File: config.mk
export PLATFORM = sky130hd
export DESIGN_NAME = dvsd_pe_rr
export DESIGN_NICKNAME = d
export VERILOG_FILES = /design/src/rtl/dvsd_pe_pkg.sv /design/src/rtl/dvsd_pe_fixed.sv /design/src/rtl/dvsd_pe_rr.sv
export SDC_FILE = /design/constraint.sdc
export NUM_CORES = 1
export LEC_CHECK = 0
export ABC_CLOCK_PERIOD_IN_PS = 2500
export CORE_MARGIN = 8
export CORE_UTILIZATION = 50
export DETAILED_ROUTE_END_ITERATION = 16
export PLACE_DENSITY = 0.78
export SLEW_MARGIN = 20
export SYNTH_ARGS = -nofsm -noshare
export SYNTH_HDL_FRONTEND = slang
export SYNTH_SLANG_ARGS = --single-unit
export TNS_END_PERCENT = 50
File: constraint.sdc
create_clock -name clk -period 2.5 [get_ports clk]
set_input_delay 0.5 -clock clk [delete_from_list [all_inputs] [get_ports clk]]
set_output_delay 0.5 -clock clk [all_outputs]
set_load 0.01 [all_outputs]
File: src/rtl/dvsd_pe_pkg.sv
// Shared definitions for the dvsd priority-encoder family: mode encodings
// and the mod-N pointer increment used by the round-robin search.
package dvsd_pe_pkg;

  localparam logic PE_MODE_FIXED = 1'b0;
  localparam logic PE_MODE_RR    = 1'b1;

  // (idx + 1) mod n for idx < n; idx = n-1 wraps to 0 even when n is not a power of two
  function automatic int unsigned pe_wrap_inc(input int unsigned idx, input int unsigned n);
    int unsigned nxt;
    nxt = idx + 32'd1;
    if (nxt >= n) begin
      nxt = 32'd0;
    end else begin
      nxt = nxt;
    end
    return nxt;
  endfunction

endpackage

File: src/rtl/dvsd_pe_fixed.sv
// Combinational lowest-index-first priority encoder: index, one-hot and any-set
// of the lowest set bit of req_i.
module dvsd_pe_fixed #(
  parameter int N = 8,
  parameter int W = $clog2(N)
) (
  input  logic [N-1:0] req_i,
  output logic [W-1:0] idx_o,
  output logic [N-1:0] onehot_o,
  output logic         any_o
);

  localparam logic [N-1:0] ONE = {{(N-1){1'b0}}, 1'b1};

  // Scan from the top down so the lowest set bit is the last one written
  always_comb begin
    idx_o    = '0;
    onehot_o = '0;
    any_o    = 1'b0;
    for (int i = N - 1; i >= 0; i--) begin
      idx_o    = req_i[i] ? W'(i)      : idx_o;
      onehot_o = req_i[i] ? (ONE << i) : onehot_o;
      any_o    = req_i[i] ? 1'b1       : any_o;
    end
  end

endmodule

File: src/rtl/dvsd_pe_rr.sv
// Registered N-input priority encoder with fixed / round-robin modes and
// valid/ready handshakes; keeps the gs/eno cascade outputs.
module dvsd_pe_rr
  import dvsd_pe_pkg::*;
#(
  parameter int N = 8,
  parameter int W = $clog2(N)
) (
  input  logic         clk,
  input  logic         rst_n,
  input  logic         en,
  input  logic         mode,
  input  logic [N-1:0] req,
  input  logic         req_valid,
  output logic         req_ready,
  output logic [W-1:0] out,
  output logic [N-1:0] out_onehot,
  output logic         gs,
  output logic         eno,
  output logic         out_valid,
  input  logic         out_ready
);

  logic [W-1:0] out_q, out_d;
  logic [N-1:0] onehot_q, onehot_d;
  logic         gs_q, gs_d;
  logic         eno_q, eno_d;
  logic         valid_q, valid_d;
  logic [W-1:0] ptr_q, ptr_d;

  logic [N-1:0] mask_s;
  logic [W-1:0] m_idx_s, f_idx_s, win_idx_s;
  logic [N-1:0] m_oh_s, f_oh_s, win_oh_s;
  logic         m_any_s, f_any_s, win_any_s;
  logic         acc_s;

  // Keep only the requests at or above the round-robin pointer
  always_comb begin
    mask_s = '0;
    for (int i = 0; i < N; i++) begin
      mask_s[i] = (i >= int'(ptr_q)) ? 1'b1 : 1'b0;
    end
  end

  dvsd_pe_fixed #(.N(N), .W(W)) u_masked (
    .req_i    (req & mask_s),
    .idx_o    (m_idx_s),
    .onehot_o (m_oh_s),
    .any_o    (m_any_s)
  );

  dvsd_pe_fixed #(.N(N), .W(W)) u_full (
    .req_i    (req),
    .idx_o    (f_idx_s),
    .onehot_o (f_oh_s),
    .any_o    (f_any_s)
  );

  // Masked hit wins in round-robin; otherwise the search wraps to the unmasked result
  always_comb begin
    if ((mode == PE_MODE_RR) && m_any_s) begin
      win_idx_s = m_idx_s;
      win_oh_s  = m_oh_s;
    end else begin
      win_idx_s = f_idx_s;
      win_oh_s  = f_oh_s;
    end
    win_any_s = f_any_s;
  end

  assign req_ready = en & (~valid_q | out_ready);
  assign acc_s     = req_valid & req_ready;

  // Next-state for the result registers, valid flag and pointer
  always_comb begin
    out_d    = out_q;
    onehot_d = onehot_q;
    gs_d     = gs_q;
    eno_d    = eno_q;
    valid_d  = valid_q;
    ptr_d    = ptr_q;
    if (acc_s) begin
      valid_d = 1'b1;
      if (win_any_s) begin
        out_d    = win_idx_s;
        onehot_d = win_oh_s;
        gs_d     = 1'b1;
        eno_d    = 1'b0;
        if (mode == PE_MODE_RR) begin
          ptr_d = W'(pe_wrap_inc(32'(win_idx_s), N));
        end else begin
          ptr_d = ptr_q;
        end
      end else begin
        out_d    = '0;
        onehot_d = '0;
        gs_d     = 1'b0;
        eno_d    = 1'b1;
      end
    end else if (out_ready) begin
      valid_d = 1'b0;
    end else begin
      valid_d = valid_q;
    end
  end

  // State registers; reset discards any pending result
  always_ff @(posedge clk or negedge rst_n) begin
    if (!rst_n) begin
      out_q    <= '0;
      onehot_q <= '0;
      gs_q     <= 1'b0;
      eno_q    <= 1'b0;
      valid_q  <= 1'b0;
      ptr_q    <= '0;
    end else begin
      out_q    <= out_d;
      onehot_q <= onehot_d;
      gs_q     <= gs_d;
      eno_q    <= eno_d;
      valid_q  <= valid_d;
      ptr_q    <= ptr_d;
    end
  end

  assign out        = out_q;
  assign out_onehot = onehot_q;
  assign gs         = gs_q;
  assign eno        = eno_q;
  assign out_valid  = valid_q;

endmodule

==> metrics.yaml <==
outcome:
  status: "finished, final reports clean"
placement:
  hpwl_um: 3050
  dpl-instance-area_um2: 1750
  routabilityCongestion: 0.989
  port_buffers: 28
clock_tree:
  clock_path_buffers: 2
  h-tree-depth: 1
  clock-sinks: 17
  cts_hold_buf: 0
  cts_inserted_buffers: 3
  clkLatencyLatePin_ns: 0.31
  cts_root_buf: "clkbuf_4"
  clkSlewWorstSetupHoldPaths_ns: 0.12
  cts_tree: "done"
routing:
  drc: 0
  post_drt_wl_per_cell_um: 17.8
  drt_wl_total_um: 4170
  avgViaCountPerCell: 6.12
  drtIter0Drc: 100
  vias: 1438
  dr.pass1.iters: 4
  ant_nets: 0
pwr:
  comb_power_share: 0.595
  p_per_area_nw_per_um2: 805
  clkPwrFrac: 0.107
  swShare: 0.418
  max-vdd-ir-drop_mv: 0.800
  leakagePower_nw: 0.836
  p_int_uw: 891
  power_switching_uw: 639
  sequentialPowerShare: 0.298
layout:
  seqCellArea_um2: 428
  final_cell_mix: "buf_4 (38), clkdlybuf4s50_1 (25), nand2_1 (19)"
  final_common_cell: "buf_4"
  diodes: 0
  final_util: 0.775
  drive_gt1_frac: 0.298
  final_nets: 221
  area_growth_pct: 48.0
  fillers: 170
  finalInstanceArea_um2: 1900
  multi_input_area_um2: 807
critical_path:
  crit_path_max_fanout: 11
  cp.arrival_ns: 2.60
  cp_top_family: "compound AO/OA/AOI/OAI gates"
  cp_num_buf_inv: 0
  startpoint_type: "flop"
  end_kind: "flop"
  max_stage_delay_ns: 0.55
  crit_chain: "o21ai_0, o211ai_2, and3_4, mux2i_4, ha_4, nor4_4, a221o_1, a31oi_1"
  cp.required_ns: 2.69
  cp_slowest_cell: "dfrtp_1"
  critPathKind: "reg -> reg"
sta:
  maxSlewViolCount: 0
  post-route-min-period_ns: 2.41
  worst_pin_slew_ns: 0.762
  max_freq_mhz: 415
  relSlewSlack: 0.490
  finalSetupViolCount: 0
  min_period_over_period: 0.964
  rsz0062_at_grt: "no"
  whs_ns: 0.493
  fin_tns_setup_ns: 0
  finalClockSkew_ns: 0.0150
  hold_viol: 0
yosys:
  synthCells: 145
  synthTopCellsByArea: "dfrtp_1 (33%), nand2_1 (5.6%), o21ai_0 (3.9%), buf_6 (3.5%), o31ai_1 (3.5%)"
  async_flop_share: 1.00
  synth_edf_count: 0
  synth_cell_types: 51
  synth-main-ff-cell: "dfrtp_1"
  yosys_warnings: 0
  synth_seq_area_share: 0.331
  syn_nets: 160
  synth.cell_area_um2: 1280
  ys_seq_elements: 17
  yosys.area.top_type: "dfrtp_1"
  synth_top_area_frac: 0.331
  syn_area_per_cell_um2: 8.86
flow_run:
  maxCapViolations: 0
floorplanning:
  ios: 29
  fp-row-count: 18
  die-width_um: 66.7
  core_area_um2: 2450
  die_area_um2: 4450
  start_util: 0.523
  fp.dieH_um: 66.7
global_route:
  first_global_vias: 1423
  grt-ovfl-total: 0
  grt_pass1_wl_um: 6780
  grt_max_degree: 20
  track_usage: 0.195
  antenna_found_initial: 0
worst_hold_path:
  hp-class: "reg -> reg"
routing by layer:
layer  share of wire  track usage  vias to the layer above
met5               0            0                        -
met4           0.037        0.112                        0
met3           0.063       0.0487                       22
met2            0.49        0.323                       57
met1            0.41        0.222                      693
li1                -            -                      666
layout make-up:
class | count | share of cell area
sequential | 17 | 0.225
inverter | 7 | 0.0138
clock inverter | 1 | 0.00395
timing repair buffer | 66 | 0.301
clock buffer | 3 | 0.0118
multi-input combinational | 111 | 0.424
tap | 30 | 0.0197
Yosys cell counts (2+ instances only):
library cell   n
a22o_1         3
inv_1          7
nor3_1         4
mux2i_1        2
buf_4          3
o21a_1         3
buf_6          4
a31oi_1        3
a21oi_1        8
dfrtp_1       17
o21ai_0       10
and3_4         2
nand3_1        2
o31ai_1        6
nor2b_1        3
a2111oi_0      4
a21boi_0       2
and2_1         2
nor2_1         9
o21bai_1       2
nand2_1       19
state kept, by name (all words and copies together) (netlist names):
register / flops
gs: 1
eno: 1
ptr_q: 3
out_valid: 1
out_onehot: 8
out: 3
worst paths after layout:
kind | startpoint | to | slack (ns) | cells after the start
max in group asynchronous | rst_n | ptr_q[2] | 1.34 | 1
hold / removal | gs | gs | 0.49 | 1
hold reg to reg | gs | gs | 0.49 | 1
min in group asynchronous | rst_n | out_onehot[2] | 0.61 | 1
setup / recovery | ptr_q[0] | ptr_q[2] | 0.09 | 8
setup reg to reg | ptr_q[0] | ptr_q[2] | 0.09 | 8
power by group through the flow:
stage / Clock [mW] / Sequential [mW] / Combinational, mW
finish: 0.164 / 0.455 / 0.911
global route: 0.173 / 0.462 / 0.976
CTS: 0.163 / 0.451 / 0.806
detailed placement: 0 / 0.455 / 0.763
global placement: 0 / 0.452 / 0.749
floorplan: 0 / 0.424 / 0.487
stage by stage:
stage / std cells / setup slack, ns / power (mW)
finish: 235 / 0.0901 / 1.53
global route: 235 / 0.00346 / 1.61
CTS: 230 / 0.0110 / 1.42
detailed placement: 226 / -0.387 / 1.22
global placement: 226 / -0.256 / 1.20
floorplan: 145 / 0.121 / 0.911
what timing repair did:
action,4_1_cts,5_1_grt
resized for setup,9,9
gates cloned,0,0
endpoints found under the setup margin,1,2
pin swaps,2,4
buffers inserted,0,5
logic make-up (layout without fill, tap and decap cells):
group | Yosys count | count (layout) | synth area share
compound gates | 59 | 59 | 0.341
fa+ha+maj | 1 | 1 | 0.00974
buf+inv | 17 | 77 | 0.0954
flops | 17 | 17 | 0.331
mux | 3 | 3 | 0.0243
simple gates | 48 | 48 | 0.199
(Power assumes the default switching activity.)
==> RTL edit: new RTL, same flow settings <==
Register the input `mode` before use, with the module's reset. The logic sees it one clock later. The other inputs are not delayed to match.
--- a/src/rtl/dvsd_pe_rr.sv
+++ b/src/rtl/dvsd_pe_rr.sv
@@ -20,6 +20,16 @@
   output logic         out_valid,
   input  logic         out_ready
 );
+
+  logic mode_q;
+
+  always_ff @(posedge clk or negedge rst_n) begin
+    if (!rst_n) begin
+      mode_q <= '0;
+    end else begin
+      mode_q <= mode;
+    end
+  end
 
   logic [W-1:0] out_q, out_d;
   logic [N-1:0] onehot_q, onehot_d;
@@ -58,7 +68,7 @@
 
   // Masked hit wins in round-robin; otherwise the search wraps to the unmasked result
   always_comb begin
-    if ((mode == PE_MODE_RR) && m_any_s) begin
+    if ((mode_q == PE_MODE_RR) && m_any_s) begin
       win_idx_s = m_idx_s;
       win_oh_s  = m_oh_s;
     end else begin
@@ -86,7 +96,7 @@
         onehot_d = win_oh_s;
         gs_d     = 1'b1;
         eno_d    = 1'b0;
-        if (mode == PE_MODE_RR) begin
+        if (mode_q == PE_MODE_RR) begin
           ptr_d = W'(pe_wrap_inc(32'(win_idx_s), N));
         end else begin
           ptr_d = ptr_q;
Check against the original RTL: not equivalent (a bounded check fails within 4 cycles, from zero or initial values and one cycle with rst_n low).
==> RTL edit against the unedited design <==
- sequential cell count rose by 1
- count of clock-buffer cells in the layout rose by 1
- power fell by 3.0%
- largest power group unchanged
- setup slack improved by 0.054 ns
- global-route usage rose by 0.41 points
- sequential share of layout area rose by 2.0 points
- routed wire length rose by 0.81%
- area after synthesis fell by 1.6%
- largest cell class unchanged
- final area fell by 2.8%
==> RTL edit: results (changes against the unedited design) <==
worst r2r dst ptr_q[1]$_DFFE_PN0P_; post-placement cell count 234 (+3.5%); Comb group 0.810 mW (-11%); post-CTS sizing 0 (-9); Cells after Synth 151 (+4.1%); r2r setup slk 0.21 ns (+0.12 ns); GP Congestion 0.936 (-5.4%); R2R cell count 7 (-1); crit-path max FO 6 (-5); Worst Hold Depth 2 (+1); worst-case clock skew 0.00171 ns (-0.0133 ns); Worst Setup EP ptr_q[2]$_DFFE_PN0P_; Net Sw Frac 0.415 (-0.00275); main area contributors after synthesis dfrtp_1 36%, nand2_1 6.8%, o21ai_0 5.1%, a21oi_1 4.7%, nor2_1 3.3%; 1st-pass router iterations 5 (+1); Hold Worst Slack 0.492 ns (-0.00162 ns); sequential fraction of the synthesis area 0.356 (+0.0250); pin count of the biggest net entering global routing 19 (-5.0%); CP max stage delay 0.63 ns (+0.08 ns); worst setup path startpoint req[3]; measured slew at the worst slew-check pin 0.770 ns (+0.00804 ns); layout net count 224 (+1.4%); maximum clock rate 424 MHz (+2.3%); clk buf depth 2 (unchanged); Post-Route WL 4.21 mm (+0.81%); Area after DPL 0.00179 mm² (+1.9%); CTS clk-pin slew, worst paths 0.10 ns (-0.02 ns); Peak VDD IR 0.637 mV (-20%); hpwl dp 3.19 mm (+4.7%); critical hold path startpoint out_onehot[4]$_DFFE_PN0P_; max reg flops 8 (unchanged); CP delay by family, top buffers and inverters; vias 1484 (+3.2%); post-synthesis net count 166 (+3.8%); global-route wire length before repair 6.96 mm (+2.7%); CP max stage cell clkdlybuf4s50_1; most instantiated cells after synthesis 23 x nand2_1, 18 x dfrtp_1, 13 x o21ai_0, 12 x a21oi_1, 11 x nor2_1; Clock power frac 0.123 (+0.016); hold path endpoint out_onehot[4]$_DFFE_PN0P_; number of DRC markers in iteration 0 124 (+24%); dpl ws -0.272 ns (+0.115 ns); clock root buffer clkbuf_4; Leak Pwr 0.815 nW (-2.4%); CP arrival 2.56 ns (-0.04 ns); Setup Fix Bufs, Post-CTS 0 (unchanged); status complete, no violations; Synth cell types 45 (-12%); Global Route Usage Sum 0.199 (+0.00413); initial antenna violation count 0 (unchanged); Clk. pwr 0.182 mW (+11%); fraction of layout instances using a drive strength above 1 0.255 (-0.0428); Finished Layout Cells 238 (+1.3%)
## RTL edit: final cells by class
type | instances | area, µm²
Inverter | 5 | 18.8
Multi-Input combinational cell | 121 | 783
Tap cell | 30 | 37.5
Sequential cell | 18 | 453
Timing Repair Buffer | 60 | 520
Fill cell | 185 | 583
Clock buffer | 4 | 36.3
## RTL edit: kinds of logic (layout without fill, tap and decap cells)
group                    count (synthesis)  after routing  synth area share
AND/OR/NAND/NOR                         60             60             0.228
AO/OA/AOI/OAI                           55             55             0.322
flip-flops                              18             18             0.356
buffers and inverters                   12             69            0.0435
multiplexers                             5              5            0.0406
adder cells (fa/ha/maj)                  1              1           0.00989
## RTL edit: layer usage
layer / vias to the layer above / global-route usage / routed length [µm]
li1: 669 / - / -
met1: 700 / 0.244 / 1690
met2: 108 / 0.331 / 2040
met3: 7 / 0.0356 / 404
met4: 0 / 0.0907 / 78
met5: - / 0 / 0
